--- config.mk ---
export PLATFORM = sky130hd
export DESIGN_NAME = stopwatch_ctrl
export DESIGN_NICKNAME = d
export VERILOG_FILES = /design/src/rtl/stopwatch_pkg.sv /design/src/rtl/wrap_counter.sv /design/src/rtl/stopwatch_ctrl.sv
export SDC_FILE = /design/constraint.sdc
export NUM_CORES = 1
export LEC_CHECK = 0
export CAP_MARGIN = 15
export CORE_MARGIN = 10
export CORE_UTILIZATION = 45
export DETAILED_ROUTE_END_ITERATION = 8
export PLACE_DENSITY = 0.77
export SETUP_SLACK_MARGIN = 0.1
export SKIP_LAST_GASP = 1
export SLEW_MARGIN = 10
export SYNTH_ARGS = -nofsm -noshare
export SYNTH_HDL_FRONTEND = slang
export SYNTH_SLANG_ARGS = --single-unit
--- constraint.sdc ---
create_clock -name clk -period 2 [get_ports clk]
set_clock_uncertainty 0.15 [all_clocks]
set_input_delay 0.2 -clock clk [delete_from_list [all_inputs] [get_ports clk]]
set_output_delay 0.2 -clock clk [all_outputs]
set_load 0.05 [all_outputs]
--- src/rtl/stopwatch_pkg.sv ---
// stopwatch_pkg: state encoding, field-select constants and default terminal values for the stopwatch.
package stopwatch_pkg;
    localparam logic [1:0] ST_PAUSED = 2'd0;
    localparam logic [1:0] ST_RUN    = 2'd1;
    localparam logic [1:0] ST_ADJUST = 2'd2;
    localparam logic       SEL_MIN   = 1'b0;
    localparam logic       SEL_SEC   = 1'b1;
    localparam int         DEF_MAX_MIN = 59;
    localparam int         DEF_MAX_SEC = 59;
endpackage

--- src/rtl/wrap_counter.sv ---
// wrap_counter: 6-bit up counter with synchronous clear; at_max lets the owner wrap before overflow.
module wrap_counter #(
    parameter int MAX = 59
) (
    input  logic       clk,
    input  logic       clr,
    input  logic       inc,
    output logic [5:0] q,
    output logic       at_max
);
    logic [5:0] r_q;
    always_ff @(posedge clk) begin
        if (clr) r_q <= 6'd0;
        else if (inc) r_q <= r_q + 6'd1;
    end
    assign q      = r_q;
    assign at_max = r_q == 6'(MAX);
endmodule

--- src/rtl/stopwatch_ctrl.sv ---
// stopwatch_ctrl: PAUSED/RUN/ADJUST sequencer owning min/sec registers.
// Define STOPWATCH_BLINK_EN to build the adjust-mode blink phase; otherwise blank outputs are tied low.
module stopwatch_ctrl
    import stopwatch_pkg::*;
#(
    parameter int MAX_MIN = DEF_MAX_MIN,
    parameter int MAX_SEC = DEF_MAX_SEC
) (
    input  logic       clk,
    input  logic       rst,
    input  logic       tick_1hz,
    input  logic       tick_adj,
    input  logic       pause_p,
    input  logic       adj,
    input  logic       sel,
    output logic [5:0] min,
    output logic [5:0] sec,
    output logic       running,
    output logic       blank_min,
    output logic       blank_sec
);
    logic [1:0] r_state;
    logic [1:0] w_next;
    logic       w_sec_inc, w_min_inc, w_sec_max, w_min_max, w_run_tick, w_adj_tick;

    // adj beats pause_p; ADJUST always exits to PAUSED
    assign w_next = adj ? ST_ADJUST :
                    r_state == ST_ADJUST ? ST_PAUSED :
                    pause_p ? (r_state == ST_RUN ? ST_PAUSED : ST_RUN) : r_state;

    always_ff @(posedge clk) begin
        if (rst) r_state <= ST_PAUSED;
        else r_state <= w_next;
    end

    assign w_run_tick = r_state == ST_RUN && tick_1hz;
    assign w_adj_tick = r_state == ST_ADJUST && tick_adj;
    assign w_sec_inc  = w_run_tick || (w_adj_tick && sel == SEL_SEC);
    assign w_min_inc  = (w_run_tick && w_sec_max) || (w_adj_tick && sel == SEL_MIN);
    assign running    = r_state == ST_RUN;

    // wrapping is a clear issued when incrementing at MAX, so MAX+1 never appears
    wrap_counter #(.MAX(MAX_SEC)) u_sec (
        .clk(clk), .clr(rst || (w_sec_inc && w_sec_max)), .inc(w_sec_inc), .q(sec), .at_max(w_sec_max)
    );
    wrap_counter #(.MAX(MAX_MIN)) u_min (
        .clk(clk), .clr(rst || (w_min_inc && w_min_max)), .inc(w_min_inc), .q(min), .at_max(w_min_max)
    );

`ifdef STOPWATCH_BLINK_EN
    logic r_phase, r_sel;
    // phase is forced low outside ADJUST and on any sel change, so a field is always shown first
    always_ff @(posedge clk) begin
        if (rst) begin
            r_phase <= 1'b0;
            r_sel   <= SEL_MIN;
        end else begin
            r_sel   <= sel;
            r_phase <= (w_next != ST_ADJUST || sel != r_sel) ? 1'b0 : r_phase ^ w_adj_tick;
        end
    end
    assign blank_min = r_phase && r_sel == SEL_MIN;
    assign blank_sec = r_phase && r_sel == SEL_SEC;
`else
    assign blank_min = 1'b0;
    assign blank_sec = 1'b0;
`endif
endmodule

==> impl_metrics.ini <==
[worst_setup_path]
critPathArrivalTime_ns = 1.46
cp-startpoint = u_min.q[5]
cp.required_ns = 1.65
crit_family = buffers and inverters
worst-path-max-fanout = 4
endpoint_kind = primary output
path_class = reg2out
r2r-start = u_sec.q[0]
slowest_stage = clkdlybuf4s50_1
max_stage_delay_ns = 0.82
reg2reg_setup_slack_ns = 0.25
path_buf_inv = 1
startpoint_type = register
crit_chain = clkdlybuf4s50_1

[clocking]
cts_num_sinks = 14
cts_buffers = 3
htreeDepth = 1
clk_root_buffer_cell = clkbuf_4
cts_buffer_depth = 2
clk-insertion-delay-late_ns = 0.28
path_clk_slew_ns = 0.09
cts_tree = yes
cts_setup_buffers = 0

[logic_synthesis]
synth_ff_type = dfxtp_1
synth_area_leaders = dfxtp_1 (38%), xnor2_1 (5.9%), a21oi_1 (5.4%)
synth_edf_count = 0
yosysMostFrequentCell = dfxtp_1
yosysSeqAreaShare_pct = 37.8
netlist_instances = 85
ys_types = 35
synth.ff_latch_count = 14
async_reset_ff_share_pct = 0
synth_top_area_cell = dfxtp_1
yosys-top-cells-count = dfxtp_1 (14), a21oi_1 (8), nand2_1 (8)
avgSynthCellArea_um2 = 8.73
syn_area_um2 = 742
yosys_warnings = 0
yosysTopAreaCellShare_pct = 37.8

[finish]
diodes = 0
drive_gt1_share_pct = 15.9
areaGrowthSynthToFinish_pct = 33.9
final_nets = 117
fillers = 138

[timing]
rsz0062_at_grt = no
max_slew_margin_pct = 66.2
worst_slack_ns = 0.191
min_period_over_period_pct = 90.5
slew_violations = 0
fmax_mhz = 553
period_needed_ns = 1.81
finalSetupTns_ns = 0
worst_pin_slew_ns = 0.507
setup_viol = 0
hold_viol = 0

[power]
ir_drop_mv = 0.422
total_power_mw = 0.562
power.density_mw_per_mm2 = 566
power.leakage_nw = 0.451

[grt]
grt_pass1_vias = 661
use_met1_pct = 10.8
use_met2_pct = 17.5
grt_antenna_before_repair = 0
grt_usage_pct = 10.7
top_usage_layer = met2
grt_pass1_wl_mm = 2.99
grt_overflow = 0
use_met3_pct = 7.10
grt_max_degree = 11

[placement]
place.gp.congestion = 0.880
hpwl_mm = 1.32
dp_slack_ns = 0.0345
io_buffer_count = 19

[worst_hold_path]
min-delay-start = u_sec.q[1]
hp-class = reg2reg

[route]
wl_per_cell_um = 14.6
num_vias = 690
wl_mm = 1.80
dr.first_iter.drc_count = 22
firstDrtPassIters = 4
viasPerCell = 5.61
postRouteAntennaNets = 0
drc_errors = 0

[floorplanning]
start_util_pct = 48.1
die_h_um = 60.6
die_area_mm2 = 0.00367
core-area_mm2 = 0.00154
die_w_um = 60.6
io_pins = 22
rows = 14

[outcome]
status = complete, no violations

[run]
cap_violations = 0
[layout by cell type (no fill, tap or decap), drive strengths merged]
master / count
dfxtp: 14
clkdlybuf4s50: 9
nand2: 8
a21oi: 8
nor2: 7
xnor2: 5
dlygate4sd2: 5
buf: 5
clkbuf: 4
and4b: 3
nand3: 3
inv: 3
o21ai: 3
dlymetal6s2s: 3
nand4b: 3
a31o: 2
ha: 2
conb: 2
and2b: 1
nand3b: 1
a21boi: 1
and2: 1
nor3b: 1
a22o: 1
a22oi: 1
and4: 1
nor3: 1
a31oi: 1
o31ai: 1
or4: 1
mux2i: 1
nand2b: 1
a311o: 1
o41ai: 1
a41oi: 1
a311oi: 1
[cell families (layout without fill, tap and decap cells)]
group	count (synthesis)	after routing	share of synthesized area [%]
compound gates	22	22	19.7
xor+xnor	5	5	5.90
fa+ha+maj	2	2	3.37
buf+inv	8	29	5.23
flops	14	14	37.8
mux	1	1	1.35
other cells	1	2	0.505
simple gates	32	32	26.1
[worst paths after layout]
| check | to | cells past startpoint |
|---|---|---|
| worst max register to register | u_min.q[4] | 5 |
| worst min register to register | u_sec.q[1] | 2 |
| worst max-delay path | min[5] | 1 |
| worst min-delay path | u_sec.q[1] | 2 |
[metal layers]
metal / vias to the layer above / routed length [µm]
li1: 353 / -
met1: 311 / 723
met2: 24 / 853
met3: 2 / 208
met4: 0 / 13
met5: - / 0
[where the power goes]
group,internal (mW),total (mW),switching (mW)
sequential,0.283,0.291,0.00764
combinational,0.0286,0.0676,0.0390
clock,0.111,0.204,0.0929
[through the flow]
step / hold WS (ns) / utilization (%) / instances / cell area [µm²]
2_1_floorplan: 0.127 / - / 86 / 748
3_5_place_dp: 0.317 / 61.5 / 119 / 948
4_1_cts: 0.331 / 63.5 / 123 / 978
3_3_place_gp: 0.318 / 61.5 / 119 / 948
5_1_grt: 0.347 / 64.4 / 123 / 993
6_report: 0.328 / 64.4 / 123 / 993
[registers in the layout (all words and copies together) (netlist names)]
signal   cells
r_state      2
u_sec.q      6
u_min.q      6
[repair_timing]
| item | in CTS | in global routing |
|---|---|---|
| hold buffers | 0 | 0 |
| endpoints found under the hold margin | 0 | 0 |
| gates resized for setup | 5 | 4 |
| endpoints found under the setup margin | 5 | 4 |
[final cells by class]
| class | count | area, µm² | share of cell area (%) |
|---|---|---|---|
| Multi-Input combinational cell | 64 | 434 | 43.7 |
| Inverter | 3 | 11.3 | 1.13 |
| Tap cell | 16 | 20.0 | 2.02 |
| Sequential cell | 14 | 283 | 28.5 |
| Timing Repair Buffer | 22 | 209 | 21.0 |
| Clock buffer | 4 | 36.3 | 3.65 |
[worst register-to-register path: cells and delay by family, from the launching register on]
| kind | cells | cell delay (ns) |
|---|---|---|
| compound gates | 3 | 0.68 |
| fa+ha+maj | 1 | 0.23 |
| flops | 1 | 0.35 |
| simple gates | 1 | 0.23 |
Power figures use the tool's default switching activity.
